[src/rtl/receptor_serial_pkg.sv]
// receptor_serial_pkg
// Shared definitions for the serial receiver:
//   - state_e : receiver FSM encoding (3-bit)
//   - DirMsbFirst / DirLsbFirst : bit-order encoding shared with the transmitter
//     (0 = transmitter shifts left, MSB first; 1 = shifts right, LSB first)
package receptor_serial_pkg;

    typedef enum logic [2:0] {
        StIdle  = 3'd0,
        StData  = 3'd1,
        StPar   = 3'd2,
        StStop  = 3'd3,
        StBreak = 3'd4
    } state_e;

    localparam logic DirMsbFirst = 1'b0;
    localparam logic DirLsbFirst = 1'b1;

endpackage

[src/rtl/receptor_serial_if.sv]
// receptor_serial_if
// Output side of the serial receiver: buffered word with valid/ready handshake
// plus one-cycle error pulses.
//   q         : received word, held while valid=1
//   valid     : q holds an unconsumed word
//   ready     : consumer accepts q on edges where valid & ready
//   err_frame : pulse, stop bit sampled 0
//   err_par   : pulse, parity mismatch (always 0 without parity support)
//   overrun   : pulse, completed word dropped because the buffer was full
// Modports: master = receiver side, slave = consumer side.
interface receptor_serial_if #(
    parameter int unsigned N = 4
) ();

    logic [N-1:0] q;
    logic         valid;
    logic         ready;
    logic         err_frame;
    logic         err_par;
    logic         overrun;

    modport master (
        output q,
        output valid,
        output err_frame,
        output err_par,
        output overrun,
        input  ready
    );

    modport slave (
        input  q,
        input  valid,
        input  err_frame,
        input  err_par,
        input  overrun,
        output ready
    );

endinterface

[src/rtl/receptor_serial_desplazador_entrada.sv]
// receptor_serial_desplazador_entrada
// N-bit serial-in shift register for the receiver.
//   clk  : clock
//   rst  : synchronous active-high reset, clears the register
//   enb  : shift enable, one bit per enabled edge
//   dir  : DirMsbFirst shifts left (first bit ends in N-1),
//          DirLsbFirst shifts right (first bit ends in 0)
//   s_in : serial input
//   sh   : parallel register contents
module receptor_serial_desplazador_entrada
    import receptor_serial_pkg::*;
#(
    parameter int unsigned N = 4
) (
    input  logic         clk,
    input  logic         rst,
    input  logic         enb,
    input  logic         dir,
    input  logic         s_in,
    output logic [N-1:0] sh
);

    logic [N-1:0] sh_q;

    always_ff @(posedge clk) begin
        if (rst) begin
            sh_q <= '0;
        end else if (enb) begin
            case (dir)
                DirMsbFirst: sh_q <= {sh_q[N-2:0], s_in};
                DirLsbFirst: sh_q <= {s_in, sh_q[N-1:1]};
            endcase
        end
    end

    assign sh = sh_q;

endmodule

[src/rtl/receptor_serial.sv]
// receptor_serial
// Serial-to-parallel receiver for a framed bit stream:
//   start (0), N data bits, [even parity bit], stop (1).
// One frame element is sampled per clock edge with enb=1. The received word is
// presented on a single-entry buffer with a valid/ready handshake; framing,
// parity and overrun errors are reported as one-clock pulses.
//
// Ports:
//   clk  : clock, rising edge
//   rst  : synchronous active-high reset, aborts any frame without error pulses
//   enb  : bit strobe
//   dir  : bit order (DirMsbFirst / DirLsbFirst), latched at the start bit
//   s_in : serial line, idle high
//   rx   : receptor_serial_if.master (q, valid, ready, err_frame, err_par, overrun)
//
// Configuration macro: RECEPTOR_SERIAL_PARITY_EN
//   defined   -> frame carries an even-parity bit, mismatches drop the word
//   undefined -> no parity bit, err_par tied to 0
module receptor_serial
    import receptor_serial_pkg::*;
#(
    parameter int unsigned N = 4
) (
    input  logic             clk,
    input  logic             rst,
    input  logic             enb,
    input  logic             dir,
    input  logic             s_in,
    receptor_serial_if.master rx
);

    localparam int unsigned    CntW    = (N > 2) ? $clog2(N) : 1;
    localparam logic [CntW-1:0] CntLast = CntW'(N - 1);

    state_e          state_q;
    logic [CntW-1:0] cnt_q;
    logic            dir_q;
    logic [N-1:0]    sh;
    logic            shift_en;

    logic [N-1:0]    q_q;
    logic            valid_q;
    logic            err_frame_q;
    logic            overrun_q;
`ifdef RECEPTOR_SERIAL_PARITY_EN
    logic            err_par_q;
    logic            par_bad_q;
`endif

    // Data bits are shifted only on strobes while in DATA.
    assign shift_en = enb && (state_q == StData);

    receptor_serial_desplazador_entrada #(
        .N (N)
    ) u_desplazador (
        .clk  (clk),
        .rst  (rst),
        .enb  (shift_en),
        .dir  (dir_q),
        .s_in (s_in),
        .sh   (sh)
    );

    always_ff @(posedge clk) begin
        if (rst) begin
            state_q     <= StIdle;
            cnt_q       <= '0;
            dir_q       <= DirMsbFirst;
            q_q         <= '0;
            valid_q     <= 1'b0;
            err_frame_q <= 1'b0;
            overrun_q   <= 1'b0;
`ifdef RECEPTOR_SERIAL_PARITY_EN
            err_par_q   <= 1'b0;
            par_bad_q   <= 1'b0;
`endif
        end else begin
            // Pulses last exactly one clock regardless of enb.
            err_frame_q <= 1'b0;
            overrun_q   <= 1'b0;
`ifdef RECEPTOR_SERIAL_PARITY_EN
            err_par_q   <= 1'b0;
`endif

            // Consumption runs every clock; a delivery below on the same edge
            // overrides this clear.
            if (valid_q && rx.ready) begin
                valid_q <= 1'b0;
            end

            if (enb) begin
                case (state_q)
                    StIdle: begin
                        if (!s_in) begin
                            dir_q   <= dir;
                            cnt_q   <= '0;
                            state_q <= StData;
                        end
                    end

                    StData: begin
                        cnt_q <= cnt_q + 1'b1;
                        if (cnt_q == CntLast) begin
`ifdef RECEPTOR_SERIAL_PARITY_EN
                            state_q <= StPar;
`else
                            state_q <= StStop;
`endif
                        end
                    end

`ifdef RECEPTOR_SERIAL_PARITY_EN
                    StPar: begin
                        // sh already holds all N data bits; even parity.
                        par_bad_q <= s_in ^ (^sh);
                        state_q   <= StStop;
                    end
`endif

                    StStop: begin
                        if (!s_in) begin
                            err_frame_q <= 1'b1;
                            state_q     <= StBreak;
                        end
`ifdef RECEPTOR_SERIAL_PARITY_EN
                        else if (par_bad_q) begin
                            err_par_q <= 1'b1;
                            state_q   <= StIdle;
                        end
`endif
                        else begin
                            if (!valid_q || rx.ready) begin
                                q_q     <= sh;
                                valid_q <= 1'b1;
                            end else begin
                                // Buffer full: keep old word, lose the new one.
                                overrun_q <= 1'b1;
                            end
                            state_q <= StIdle;
                        end
                    end

                    // A line held low after a bad stop must not look like a
                    // new start bit.
                    StBreak: begin
                        if (s_in) begin
                            state_q <= StIdle;
                        end
                    end

                    default: state_q <= StIdle;
                endcase
            end
        end
    end

    assign rx.q         = q_q;
    assign rx.valid     = valid_q;
    assign rx.err_frame = err_frame_q;
    assign rx.overrun   = overrun_q;
`ifdef RECEPTOR_SERIAL_PARITY_EN
    assign rx.err_par   = err_par_q;
`else
    assign rx.err_par   = 1'b0;
`endif

endmodule

[src/flat_wrapper.sv]
// flat-port wrapper written by rule: the top's interface ports become plain ports
module receptor_serial_flat import receptor_serial_pkg::*;
#(
    parameter int unsigned N = 4
)
  (clk, rst, enb, dir, s_in, rx_q, rx_valid, rx_err_frame, rx_err_par, rx_overrun, rx_ready);
  receptor_serial_if #(.N(N)) rx_i ();
  input  logic clk;
  input  logic rst;
  input  logic enb;
  input  logic dir;
  input  logic s_in;
  output wire logic [$bits(rx_i.q)-1:0] rx_q;
  output wire logic [$bits(rx_i.valid)-1:0] rx_valid;
  output wire logic [$bits(rx_i.err_frame)-1:0] rx_err_frame;
  output wire logic [$bits(rx_i.err_par)-1:0] rx_err_par;
  output wire logic [$bits(rx_i.overrun)-1:0] rx_overrun;
  input wire logic [$bits(rx_i.ready)-1:0] rx_ready;
  assign rx_q = rx_i.q;
  assign rx_valid = rx_i.valid;
  assign rx_err_frame = rx_i.err_frame;
  assign rx_err_par = rx_i.err_par;
  assign rx_overrun = rx_i.overrun;
  assign rx_i.ready = rx_ready;
  receptor_serial #(.N(N)) u_core (.clk(clk), .rst(rst), .enb(enb), .dir(dir), .s_in(s_in), .rx(rx_i));
endmodule
[config.mk]
export PLATFORM = sky130hd
export DESIGN_NAME = receptor_serial_flat
export DESIGN_NICKNAME = d
export VERILOG_FILES = /design/src/rtl/receptor_serial_pkg.sv /design/src/rtl/receptor_serial_if.sv /design/src/rtl/receptor_serial_desplazador_entrada.sv /design/src/rtl/receptor_serial.sv /design/src/flat_wrapper.sv
export SDC_FILE = /design/constraint.sdc
export NUM_CORES = 1
export LEC_CHECK = 0
export ABC_AREA = 1
export BUFFER_PORTS_ARGS = -buffer_cell sky130_fd_sc_hd__buf_2
export CORE_MARGIN = 2
export CORE_UTILIZATION = 56
export DETAILED_ROUTE_END_ITERATION = 8
export HOLD_SLACK_MARGIN = 0.08
export PLACE_DENSITY = 0.8
export SLEW_MARGIN = 0
export SYNTH_ARGS = -nofsm -noshare
export SYNTH_HDL_FRONTEND = slang
export SYNTH_SLANG_ARGS = --single-unit
export TNS_END_PERCENT = 10
[constraint.sdc]
create_clock -name clk -period 2.6 [get_ports clk]
set_input_delay 0.65 -clock clk [delete_from_list [all_inputs] [get_ports clk]]
set_output_delay 0.65 -clock clk [all_outputs]
set_load 0.1 [all_outputs]
**Word-level counts from Yosys, hierarchy flattened**

Cells that the tools add are included.

- Flip-flop bits (word level): 17
- Input port bits: 6
- Output and inout port bits: 8
- Word-level logic and storage cells: 47

- $add $sub $neg: 1
- Bitwise operators: 4
- Mux-type cells: 15
- Reductions and logical operators: 12
- Equality and inequality tests: 7

Operator list:

| cell | number |
|---|---|
| two-way mux 3 bit | 4 |
| case mux 3 bit (4 select lines) | 1 |
| case mux 4 bit (2 select lines) | 1 |
| AND reduction 4 bit | 2 |
| two-way mux 1 bit | 7 |
| inequality test 2 bit, second input constant | 3 |
| AND reduction 3 bit | 2 |
| NOT 1 bit | 4 |
| case mux 2 bit (2 select lines) | 1 |
| OR reduction 4 bit | 1 |
| equality test 3 x 1 -> 1 bit, second input constant | 1 |
| equality test 3 x 2 -> 1 bit, second input constant | 1 |
| equality test 3 bit, second input constant | 1 |
| logical NOT 3 bit | 1 |
| OR reduction 3 bit | 1 |
| adder 2 x 1 -> 2 bit, second input constant | 1 |
| equality test 2 bit, second input constant | 1 |
| logical AND 1 bit | 2 |
| two-way mux 2 bit | 1 |
| nonzero test 2 bit | 1 |
| logical NOT 1 bit | 1 |
| logical OR 1 bit | 1 |

**Longest topological paths before layout**

Gate-level depths: netlist of the first run.

- Depth after elaboration: 6
- Mapped depth: 7
- Mapped depth without buffers: 7

**Hierarchy**

Synthesis of the first run repeated with hierarchy kept, for this count alone.

- Cell total of the unflattened synthesis: 119
- Area, all modules: 819.5 µm²

By module, submodules not included:

| module | cells an instance | seq. area each (µm²) | area an instance (µm²) | instances |
|---|---|---|---|---|
| receptor_serial | 85 | 260.2 | 614.3 | 1 |
| receptor_serial_desplazador_entrada | 34 | 80.1 | 205.2 | 1 |

**Least setup slack after synthesis of the first run**

No wires, ideal clock.

- Kind: reg-to-reg
- Start: reg u_core.valid_q, in the netlist u_core.rx.valid
- End: reg u_core.q_q[0], in the netlist u_core.rx.q[0]
- Library setup time: 0.070 ns
- Data arrival time: 1.587 ns
- Clock period less this slack: 1.657 ns
- Stages on the path, launching flop included: 5
- Setup slack: 0.943 ns
- Data required time: 2.530 ns
- Path buffers: 0
- Cells stage by stage: dfxtp_1 -> nand2_1 -> nand3_2 -> nand2_1 -> a21oi_1

- Longest elaborated chain between the ends: 3

Ends and longest elaborated chain:

| what | RTL line | text |
|---|---|---|
| start: declaration | receptor_serial.sv:42 | `logic valid_q;` |
| start signal: assignment | receptor_serial.sv:70 | `valid_q <= 1'b0;` |
| start signal: assignment | receptor_serial.sv:88 | `valid_q <= 1'b0;` |
| start signal: assignment | receptor_serial.sv:134 | `valid_q <= 1'b1;` |
| logical NOT 1 bit | receptor_serial.sv:132 | `if (!valid_q \|\| rx.ready) begin` |
| logical OR 1 bit | receptor_serial.sv:132 |  |
| AND reduction 4 bit (no line) | - |  |
| end signal: assignment | receptor_serial.sv:133 | `q_q <= sh;` |
| end: declaration | receptor_serial.sv:41 | `logic [N-1:0] q_q;` |

No other way between the ends.
A chain may end at the register's enable or synchronous reset.

**Worst setup path in the final report of the first run**

- Start: reg u_core.q_q[0], in the netlist u_core.rx.q[0]
- End: out rx_q[0]

RTL lines:

| what | RTL line | text |
|---|---|---|
| end: declaration | flat_wrapper.sv:13 | `output wire logic [$bits(rx_i.q)-1:0] rx_q;` |

No word-level cell between the ends.

==> metrics.md, run 1 <==
| Metric | Value |
|---|---|
| Internal | `0.380 mW` |
| CTS Root Buffer Type | `clkbuf_4` |
| Setup CP Type | `reg2out` |
| Hold_buf cts | `0` |
| Clock transition at path regs | `around 0.09 ns` |
| Layout cells sized above 1 | `between 10% and 20%` |
| # DRC | `0` |
| GP Congestion | `0.897` |
| Worst-path maximum fanout | `2` |
| VDD IR max | `0.322 mV` |
| Final Cell Area | `871 um^2` |
| DP Area | `845 um^2` |
| Flop2flop setup slack | `1.33 ns` |
| PortBufs | `12` |
| Pre-CTS setup slack | `1.09 ns` |
| Power, Total | `0.572 mW` |
| Core area | `1300 um^2` |
| Post-synth cell types | `24` |
| Status | `completed` |
| Chip height | `41.4 um` |
| Die ar. | `about 1700 um^2` |
| R2r endpoint | `u_core.u_desplazador.sh[1]` |
| Setup TNS | `0 ns` |
| Final hold vios | `0` |
| Final setup fails | `0` |
| Clock Skews | `between 0.001 and 0.0015 ns` |
| Non-filler cells, final | `135` |
| Gates resized, CTS repair | `0` |
| Clock sinks | `17` |
| Switching pwr | `between 0.15 and 0.2 mW` |
| Worst path required time | `roughly 2.0 ns` |
| Clk_lat worst skew | `0.29 ns` |
| Post-synth EDFFs | `0` |
| Reg2reg start | `u_core.state_q[2]` |
| Buf/Inv on CP | `1` |
| Inserted Clock Buffers | `3` |
| CTS tree | `done` |
| Clock power frac | `approximately a quarter` |
| Initial Utilization | `approximately 60%` |
| Final min period | `roughly 1.7 ns` |
| Vias after detailed routing | `746` |
| Syn Nets | `114` |
| CP peak stage delay | `~0.42 ns` |
| Logic pwr share | `22.3%` |
| FF+latch count, synth | `17` |
| Leak Pwr | `0.379 nW` |
| Worst setup SP type | `register` |
| Yosys warns | `0` |
| Async SR Flop Fraction | `0%` |
| Layout Nets | `approximately 130` |
| Area growth, synth to finish | `11.4%` |
| Maxcap violations | `0` |
| CP cell instances | `buf_2` |
| Vias per cell | `5.53` |
| Postcts setup bufs | `0` |
| Arrival @ worst endpoint | `1.05 ns` |
| Cell Area, Synth | `782 um^2` |
| First-pass GRT wire length | `2460 um` |
| Gr usage total | `22.5%` |
| Max-slew violations | `0` |
| Top Family by Delay on Critical Path | `buffers and inverters` |
| DRT antenna net count | `0` |
| Largest net degree at the start of global routing | `11` |
| Mapped Cells | `about 110` |
| Max Clock Freq | `589 MHz` |
| Hold slack | `roughly 0.46 ns` |
| Sequential Power Share | `53.8%` |
| PD cells | `656 nW/um^2` |
| Count leader, synth | `nand2_1` |
| Final worst slack | `roughly 0.9 ns` |
| Final core occ | `66.9%` |
| Switching share of power | `around a third` |
| Levels on crit path | `1` |
| Post-synthesis sequential area ratio | `43.5%` |
| Worst-case reg-to-reg path depth | `6` |
| Synthesized area per cell | `7.31 um^2` |
| Worst hold-check path type | `reg2reg` |
| Starting DRT DRC Count | `21` |
| Yosys top cell area share | `43.5%` |
| Area contributors post-synth | `dfxtp_1, nand2_1, a21oi_1, o21ai_0, inv_1` |
| HPWL Detailed | `1140 um` |
| Initial antenna violation count | `0` |
| Grt ovf | `0` |
| Worst Setup End Kind | `output port` |
| Ant diodes | `0` |
| Worst setup startpoint | `u_core.rx.q[0]` |
| Drt first pass iters | `4` |
| RSZ-0062 raised after global routing | `false` |
| Number of H-tree levels | `1` |
| Ys flop type | `dfxtp_1` |
| # placed instances | `131` |
| Routed len/inst | `11.8 um` |
| Post-route clock period utilization | `65.3%` |
| DIE WIDTH | `approximately 41 um` |
| Synth cell count leaders | `nand2_1, dfxtp_1, inv_1` |
| Crit path max-delay cell type | `buf_2` |
| Std cell rows | `13` |
| Worst Setup EP | `rx_q[0]` |
| # IOs | `14` |
| DRT Wirelength | `1590 um` |
| Max clock buf depth | `2` |
| Vias in the first global route | `580` |
| Largest area contributor in the synthesized netlist | `dfxtp_1` |
metal layers:
layer	up-vias	GRT usage [%]	routed length (um)
met2	41	35.5	721
met5	-	0	0
met4	0	7.26	9
met1	326	28.3	721
met3	2	7.98	134
li1	377	-	-
power by group through the flow:
stage / Combinational (mW) / Sequential, mW / Clock (mW)
floorplan: 0.103 / 0.307 / 0
finish: 0.127 / 0.307 / 0.137
CTS: 0.126 / 0.306 / 0.144
global placement: 0.121 / 0.312 / 0
global route: 0.146 / 0.310 / 0.160
detailed placement: 0.125 / 0.313 / 0
worst min-delay path by stage:
stage,start,to,slack (ns),cells past startpoint
4_1_cts,u_core.rx.q[1],u_core.rx.q[1],0.47,2
2_1_floorplan,u_core.cnt_q[0],u_core.cnt_q[0],0.43,1
3_5_place_dp,u_core.rx.q[1],u_core.rx.q[1],0.45,2
5_1_grt,u_core.rx.q[1],u_core.rx.q[1],0.49,2
6_report,u_core.rx.q[1],u_core.rx.q[1],0.46,2
3_3_place_gp,u_core.rx.q[3],u_core.rx.q[3],0.45,2
final cells by class:
| cell class | instances | area [um^2] |
|---|---|---|
| fill | 116 | 430 |
| timing repair buffer | 12 | 60.1 |
| tap | 15 | 18.8 |
| sequential | 17 | 340 |
| multi-input combinational | 73 | 373 |
| clock buffer | 4 | 26.3 |
| inverter | 14 | 52.6 |
placed cells by master (no fill, tap or decap):
master	count
o21ai_0	10
buf_2	12
inv_1	11
nor2_2	2
nand3b_1	1
clkbuf_4	3
nor2_1	10
conb_1	1
nor3_1	2
nor3_4	1
a21oi_1	10
nand3_1	5
nand4_1	5
inv_2	2
nand2_2	1
nand3_2	1
ha_1	1
dfxtp_1	17
nor2_4	1
nand2_1	18
o21ai_1	3
clkinv_1	1
nor4_1	1
clkbuf_1	1
cell families (layout without fill, tap and decap cells):
kind of cell,after synthesis,in the layout,share of synthesized area (%)
AND/OR/NAND/NOR,48,48,30.9
AO/OA/AOI/OAI,23,23,14.7
flip-flops,17,17,43.5
buffers and inverters,17,30,8.80
adder cells (fa/ha/maj),1,1,1.60
other,1,1,0.480
state kept, by name, indices dropped and copies added, names as in the netlist:
register	flops
u_core.state_q	3
u_core.cnt_q	2
u_core.u_desplazador.sh	4
u_core.rx.q	4
u_core.dir_q	1
u_core.rx.valid	1
u_core.rx.err_frame	1
u_core.rx.overrun	1
Note: power is estimated with default switching activity, not from simulation.
==> run 2, diff against run 1 <==
ABC_AREA = 0   (was 1)
CORE_UTILIZATION = 51   (was 56)
PLACE_DENSITY = 0.74   (was 0.8)
clock period = 1.6 ns   (was 2.6 ns; I/O delays follow)
==> run 2 against run 1 <==
Compared with the run above: critical path depth did not move; clock power rose by 61%; total power rose by 27%; sequential share of layout area rose by 0.74 points; critical endpoint is now rx_q[1].
==> metrics.md, run 2 <==
| Metric | Value |
|---|---|
| Status | `completed` |
| Worst-path maximum fanout | `2 (unchanged)` |
| Layout Nets | `100 (-22%)` |
| Gr usage total | `15.3% (-7.1 points)` |
| Post-synth EDFFs | `0 (unchanged)` |
| RSZ-0062 raised after global routing | `false` |
| FF+latch count, synth | `17 (unchanged)` |
| Max Clock Freq | `689 MHz` |
| Vias after detailed routing | `570 (-24%)` |
| Routed len/inst | `11.2 um (-4.4%)` |
| Mapped Cells | `78 (-27%)` |
| Std cell rows | `13 (unchanged)` |
| Postcts setup bufs | `0 (unchanged)` |
| Top Family by Delay on Critical Path | `buffers and inverters` |
| Ys flop type | `dfxtp_1` |
| Final setup fails | `0 (unchanged)` |
| # DRC | `0 (unchanged)` |
| Layout cells sized above 1 | `22.8% (+3.7 points)` |
| Ant diodes | `0 (unchanged)` |
| Synth cell count leaders | `dfxtp_1, nand2b_1, mux2i_1` |
| Multiplexer share of the synthesized area | `10.7% (+11 points)` |
| Arrival @ worst endpoint | `1.05 ns (about the same)` |
| Final min period | `1.45 ns` |
| Clock transition at path regs | `0.09 ns (about the same)` |
| Gates resized, CTS repair | `0 (unchanged)` |
| Area contributors post-synth | `dfxtp_1, mux2i_1, nand2b_1, a21oi_1, a211oi_1` |
| Largest family of logic cells by synthesized area | `simple AND/OR/NAND/NOR gates` |
| Routing usage on met2 | `24.9% (-11 points)` |
| Leak Pwr | `0.335 nW (-12%)` |
| CTS Root Buffer Type | `clkbuf_4` |
| Chip height | `42.2 um (+2.1%)` |
| Post-synthesis sequential area ratio | `45.6% (+2.1 points)` |
| Number of H-tree levels | `1 (unchanged)` |
| Crit path max-delay cell type | `buf_2` |
| Vias in the first global route | `494 (-15%)` |
| Initial antenna violation count | `0 (unchanged)` |
| Most Crowded Layer GR | `met2` |
| DRT Wirelength | `1200 um (-24%)` |
| Async SR Flop Fraction | `0% (unchanged)` |
| Largest area contributor in the synthesized netlist | `dfxtp_1` |
| Most frequent cells in the layout | `dfxtp_1, buf_2, nand2b_1` |
| Pre-CTS setup slack | `0.0999 ns (-0.991 ns)` |
| PD cells | `851 nW/um^2 (+30%)` |
| Count leader, synth | `dfxtp_1` |
| Yosys top cell area share | `45.6% (+2.1 points)` |
| Worst setup SP type | `register` |
| CP cell instances | `buf_2` |
| Worst hold-check path type | `in2reg` |
| Setup TNS | `0 ns (unchanged)` |
| Hold_buf cts | `0 (unchanged)` |
| Setup CP Type | `reg2out` |
| Cell Area, Synth | `746 um^2 (-4.6%)` |
| Maxcap violations | `0 (unchanged)` |
| DIE WIDTH | `42.2 um (+2.1%)` |
| Yosys warns | `0 (unchanged)` |
| GP Congestion | `0.784 (-13%)` |
| CP peak stage delay | `0.43 ns (about the same)` |
| PortBufs | `12 (unchanged)` |
| Power, Total | `0.727 mW (+27%)` |
| Grt ovf | `0 (unchanged)` |
| Worst Setup End Kind | `output port` |
| DRT antenna net count | `0 (unchanged)` |
| Synthesized area per cell | `9.56 um^2 (+31%)` |
| Xor and xnor area share after synthesis | `0% (unchanged)` |
| Largest net degree at the start of global routing | `22 (+11)` |
| Clock sinks | `17 (unchanged)` |
| Post-route clock period utilization | `90.7%` |
| Synth Area in Simple Gates | `23.8% (-7.1 points)` |
| Buf/Inv on CP | `1 (unchanged)` |
| Final hold vios | `0 (unchanged)` |
| Commonest non-fill, non-tap cell in the layout | `dfxtp_1` |
| Inserted Clock Buffers | `3 (unchanged)` |
| Vias per cell | `5.33 (-3.6%)` |
| CTS tree | `done` |
| # IOs | `14 (unchanged)` |
| Core area | `1330 um^2 (+2.5%)` |
| Initial Utilization | `55.9% (-4.2 points)` |
| Drt first pass iters | `4 (unchanged)` |
| Syn Nets | `85 (-25%)` |
| Starting DRT DRC Count | `6 (-71%)` |
| HPWL Detailed | `880 um (-23%)` |
| First-pass GRT wire length | `2060 um (-16%)` |
| Adder-cell area share of the yosys netlist | `1.68% (+0.078 points)` |
| Complex-gate fraction of the synthesized area | `13.6% (-1.1 points)` |
| Max-slew violations | `0 (unchanged)` |
| Clk_lat worst skew | `0.28 ns (about the same)` |
| Post-synth cell types | `26 (+8.3%)` |
| Area growth, synth to finish | `14.6%` |
| Met3 GRT Util | `8.19% (+0.21 points)` |
| Worst path required time | `1.20 ns (-0.75 ns)` |
| Die ar. | `1780 um^2 (+4.3%)` |
| Met1 Resource Use GR | `17.6% (-11 points)` |
| Max clock buf depth | `2 (unchanged)` |
| VDD IR max | `0.485 mV (+50%)` |
| Clock Skews | `0.000642 ns (-0.000857 ns)` |
| Final worst slack | `0.149 ns (-0.753 ns)` |
run 2: changes by cell type after synthesis, sizes merged, moves of 7 or more:
cell    before  now
nor2        13    6
mux2i        0    8
o21ai       13    2
nand2b       0   10
nand2       19    1
inv         13    1
run 2: area by class of cell:
class | count | area [um^2]
Sequential cell | 17 | 340
Clock buffer | 4 | 26.3
Timing Repair Buffer | 16 | 90.1
Tap cell | 15 | 18.8
Inverter | 1 | 3.75
Multi-Input combinational cell | 54 | 375
Fill cell | 130 | 479
run 2: final timing paths:
check                     from             endpoint  slack [ns]  depth (start not counted)
max             u_core.rx.q[1]              rx_q[1]        0.15                          1
max reg2reg  u_core.state_q[1]         u_core.dir_q        0.20                          3
min                       s_in  u_core.rx.err_frame        0.39                          2
min reg2reg     u_core.rx.q[3]       u_core.rx.q[3]        0.47                          2
run 2: cell families (layout without fill, tap and decap cells):
| group | count (synthesis) | after routing |
|---|---|---|
| and+or+nand+nor | 28 | 28 |
| other | 1 | 1 |
| muxes | 8 | 8 |
| DFF | 17 | 17 |
| adders and majority gates | 1 | 1 |
| buffers and inverters | 7 | 21 |
| AOI/OAI and AO/OA | 16 | 16 |
run 2: routing by layer:
metal,vias up,share of wire [%]
li1,304,-
met1,254,50
met2,10,45
met3,2,4.7
met4,0,0.42
met5,-,0
run 2: per-stage QoR:
| stage | instance area, um^2 | util (%) | hold slack [ns] | std cells |
|---|---|---|---|---|
| 2_1_floorplan | 746 | - | 0.457 | 78 |
| 3_3_place_gp | 828 | 62.1 | 0.456 | 103 |
| 3_5_place_dp | 828 | 62.1 | 0.466 | 103 |
| 4_1_cts | 855 | 64.1 | 0.382 | 107 |
| 5_1_grt | 855 | 64.1 | 0.392 | 107 |
| 6_report | 855 | 64.1 | 0.391 | 107 |
run 2: report_power, final:
group          switching [mW]  total (mW)  internal, mW
sequential             0.0107       0.443         0.432
combinational          0.0369      0.0642        0.0272
clock                   0.123       0.220        0.0968
total                   0.171       0.727         0.556
==> run 3, diff against run 2 <==
BUFFER_PORTS_ARGS = -buffer_cell sky130_fd_sc_hd__clkbuf_2   (was -buffer_cell sky130_fd_sc_hd__buf_2)
RECOVER_POWER = 50   (was not set)
==> run 3 against run 2 <==
Compared with the run above: critical path type unchanged; clock power barely moved; utilization fell by 1.1 points; global-route usage fell by 0.28 points; hold slack improved by 0.022 ns; critical endpoint unchanged; design area fell by 1.8%; maximum frequency fell by 2.4%.
==> metrics.md, run 3 (synthesis results as in run 2) <==
| Metric | Value |
|---|---|
| Hold_buf cts | `0 (unchanged)` |
| Worst path required time | `1.20 ns (about the same)` |
| Setup CP Type | `reg2out` |
| Final setup fails | `0 (unchanged)` |
| Met3 GRT Util | `4.31% (-3.9 points)` |
| Largest net degree at the start of global routing | `22 (unchanged)` |
| Power, Total | `0.727 mW (about the same)` |
| # DRC | `0 (unchanged)` |
| Area growth, synth to finish | `12.6%` |
| Inserted Clock Buffers | `3 (unchanged)` |
| Grt ovf | `0 (unchanged)` |
| Most frequent cells in the layout | `dfxtp_1, clkbuf_2, nand2b_1` |
| Vias per cell | `5.28 (-0.88%)` |
| CTS tree | `done` |
| Crit path max-delay cell type | `clkbuf_2` |
| Buf/Inv on CP | `1 (unchanged)` |
| R2r endpoint | `u_core.dir_q` |
| DIE WIDTH | `42.2 um (unchanged)` |
| # IOs | `14 (unchanged)` |
| Post-route clock period utilization | `92.9% (+2.3 points)` |
| Drt first pass iters | `3 (-1)` |
| Hold endpoint | `u_core.rx.overrun` |
| Reg2reg start | `u_core.state_q[1]` |
| Std cell rows | `13 (unchanged)` |
| Commonest non-fill, non-tap cell in the layout | `dfxtp_1` |
| Layout cells sized above 1 | `19.6% (-3.3 points)` |
| Worst-case reg-to-reg path depth | `3 (unchanged)` |
| Hold Startpoint | `rx_ready` |
| Number of H-tree levels | `1 (unchanged)` |
| Switching share of power | `24.2% (+0.67 points)` |
| GP Congestion | `0.799 (+1.9%)` |
| Fillcell total | `130 (unchanged)` |
| HPWL Detailed | `900 um (+2.3%)` |
| Leak Pwr | `0.319 nW (-4.8%)` |
| Core area | `1330 um^2 (unchanged)` |
| Hold slack | `0.412 ns (+0.0218 ns)` |
| Gates resized, CTS repair | `0 (unchanged)` |
| Final min period | `1.49 ns (+0.0361 ns)` |
| Area of the multi-input gates | `370 um^2 (-1.3%)` |
| Final hold vios | `0 (unchanged)` |
| Routing usage on met2 | `26.5% (+1.5 points)` |
| DRT Wirelength | `1210 um (+0.75%)` |
| Layout Nets | `100 (unchanged)` |
| Flop2flop setup slack | `0.19 ns (about the same)` |
| Internal | `0.551 mW (-0.93%)` |
| Worst Setup End Kind | `output port` |
| Setup TNS | `0 ns (unchanged)` |
| Switching pwr | `0.176 mW (+2.8%)` |
| Slew HR | `64.2%` |
| CP cell instances | `clkbuf_2` |
| Starting DRT DRC Count | `6 (unchanged)` |
| Clk_lat worst skew | `0.28 ns (about the same)` |
| Clock power frac | `30.3% (about the same)` |
| Initial Utilization | `55.9% (unchanged)` |
| CTS Root Buffer Type | `clkbuf_4` |
| Worst setup SP type | `register` |
| Gr usage total | `15.1% (-0.28 points)` |
| Vias in the first global route | `502 (+1.6%)` |
| Max-slew violations | `0 (unchanged)` |
| Worst hold-check path type | `in2reg` |
| First-pass GRT wire length | `2100 um (+2.3%)` |
| Sequential Power Share | `60.9% (about the same)` |
| Postcts setup bufs | `0 (unchanged)` |
| Met1 Resource Use GR | `17.9% (+0.22 points)` |
| Chip height | `42.2 um (unchanged)` |
| VDD IR max | `0.414 mV (-15%)` |
| PD cells | `866 nW/um^2 (+1.7%)` |
| Min-Delay Path Depth | `3 (+1)` |
| DRT antenna net count | `0 (unchanged)` |
| Initial antenna violation count | `0 (unchanged)` |
| Most Crowded Layer GR | `met2` |
| Clock transition at path regs | `0.10 ns (about the same)` |
| Logic pwr share | `8.8% (about the same)` |
| Top Family by Delay on Critical Path | `buffers and inverters` |
| Maxcap violations | `0 (unchanged)` |
| Vias after detailed routing | `565 (-0.88%)` |
| Register area | `340 um^2 (unchanged)` |
| Clock Skews | `0.00394 ns (+0.00330 ns)` |
| CP peak stage delay | `0.46 ns (+0.03 ns)` |
| Arrival @ worst endpoint | `1.09 ns (+0.04 ns)` |
| Max clock buf depth | `2 (unchanged)` |
| Max Clock Freq | `673 MHz (-2.4%)` |
| RSZ-0062 raised after global routing | `false` |
| PortBufs | `12 (unchanged)` |
| Routed len/inst | `11.3 um (+0.75%)` |
| Slew of the pin with the lowest slew margin | `0.539 ns` |
| Ant diodes | `0 (unchanged)` |
| Die ar. | `1780 um^2 (unchanged)` |
| Clock sinks | `17 (unchanged)` |
| Status | `completed` |
| Worst-path maximum fanout | `2 (unchanged)` |
-- run 3: area by class of cell --
type | count | area share (%)
repair buffers | 16 | 9.39
clock buffers | 3 | 2.68
inverters | 1 | 0.447
multi-input cells | 54 | 44.1
well taps | 15 | 2.24
clock inverters | 1 | 0.596
flip-flops and latches | 17 | 40.5
-- run 3: per-stage QoR --
stage	cell area [um^2]	setup slack (ns)	std cells	utilization [%]
after floorplan	746	0.0263	78	-
after detailed placement	828	0.0788	103	62.1
final	840	0.113	107	62.9
after CTS	856	0.101	107	64.2
after global routing	840	0.0624	107	62.9
after global placement	828	0.110	103	62.1
-- run 3: worst max-delay path by stage --
stage / to / from / cells past startpoint
5_1_grt: u_core.rx.q[2] / u_core.state_q[0] / 4
3_3_place_gp: u_core.dir_q / enb / 4
4_1_cts: rx_q[1] / u_core.rx.q[1] / 1
6_report: rx_q[1] / u_core.rx.q[1] / 1
3_5_place_dp: u_core.dir_q / enb / 4
2_1_floorplan: u_core.rx.q[0] / u_core.rx.valid / 3
-- run 3: metal layers --
layer  vias to the layer above  routed length, um
li1                        302                  -
met1                       255                593
met2                         8                580
met3                         0                 37
met4                         0                  0
met5                         -                  0
-- run 3: power by group through the flow --
stage               combinational [mW]  sequential (mW)  clock (mW)
floorplan                       0.0539            0.448           0
global placement                0.0639            0.452           0
detailed placement              0.0651            0.453           0
CTS                             0.0656            0.443       0.232
global route                    0.0714            0.445       0.246
finish                          0.0637            0.443       0.220
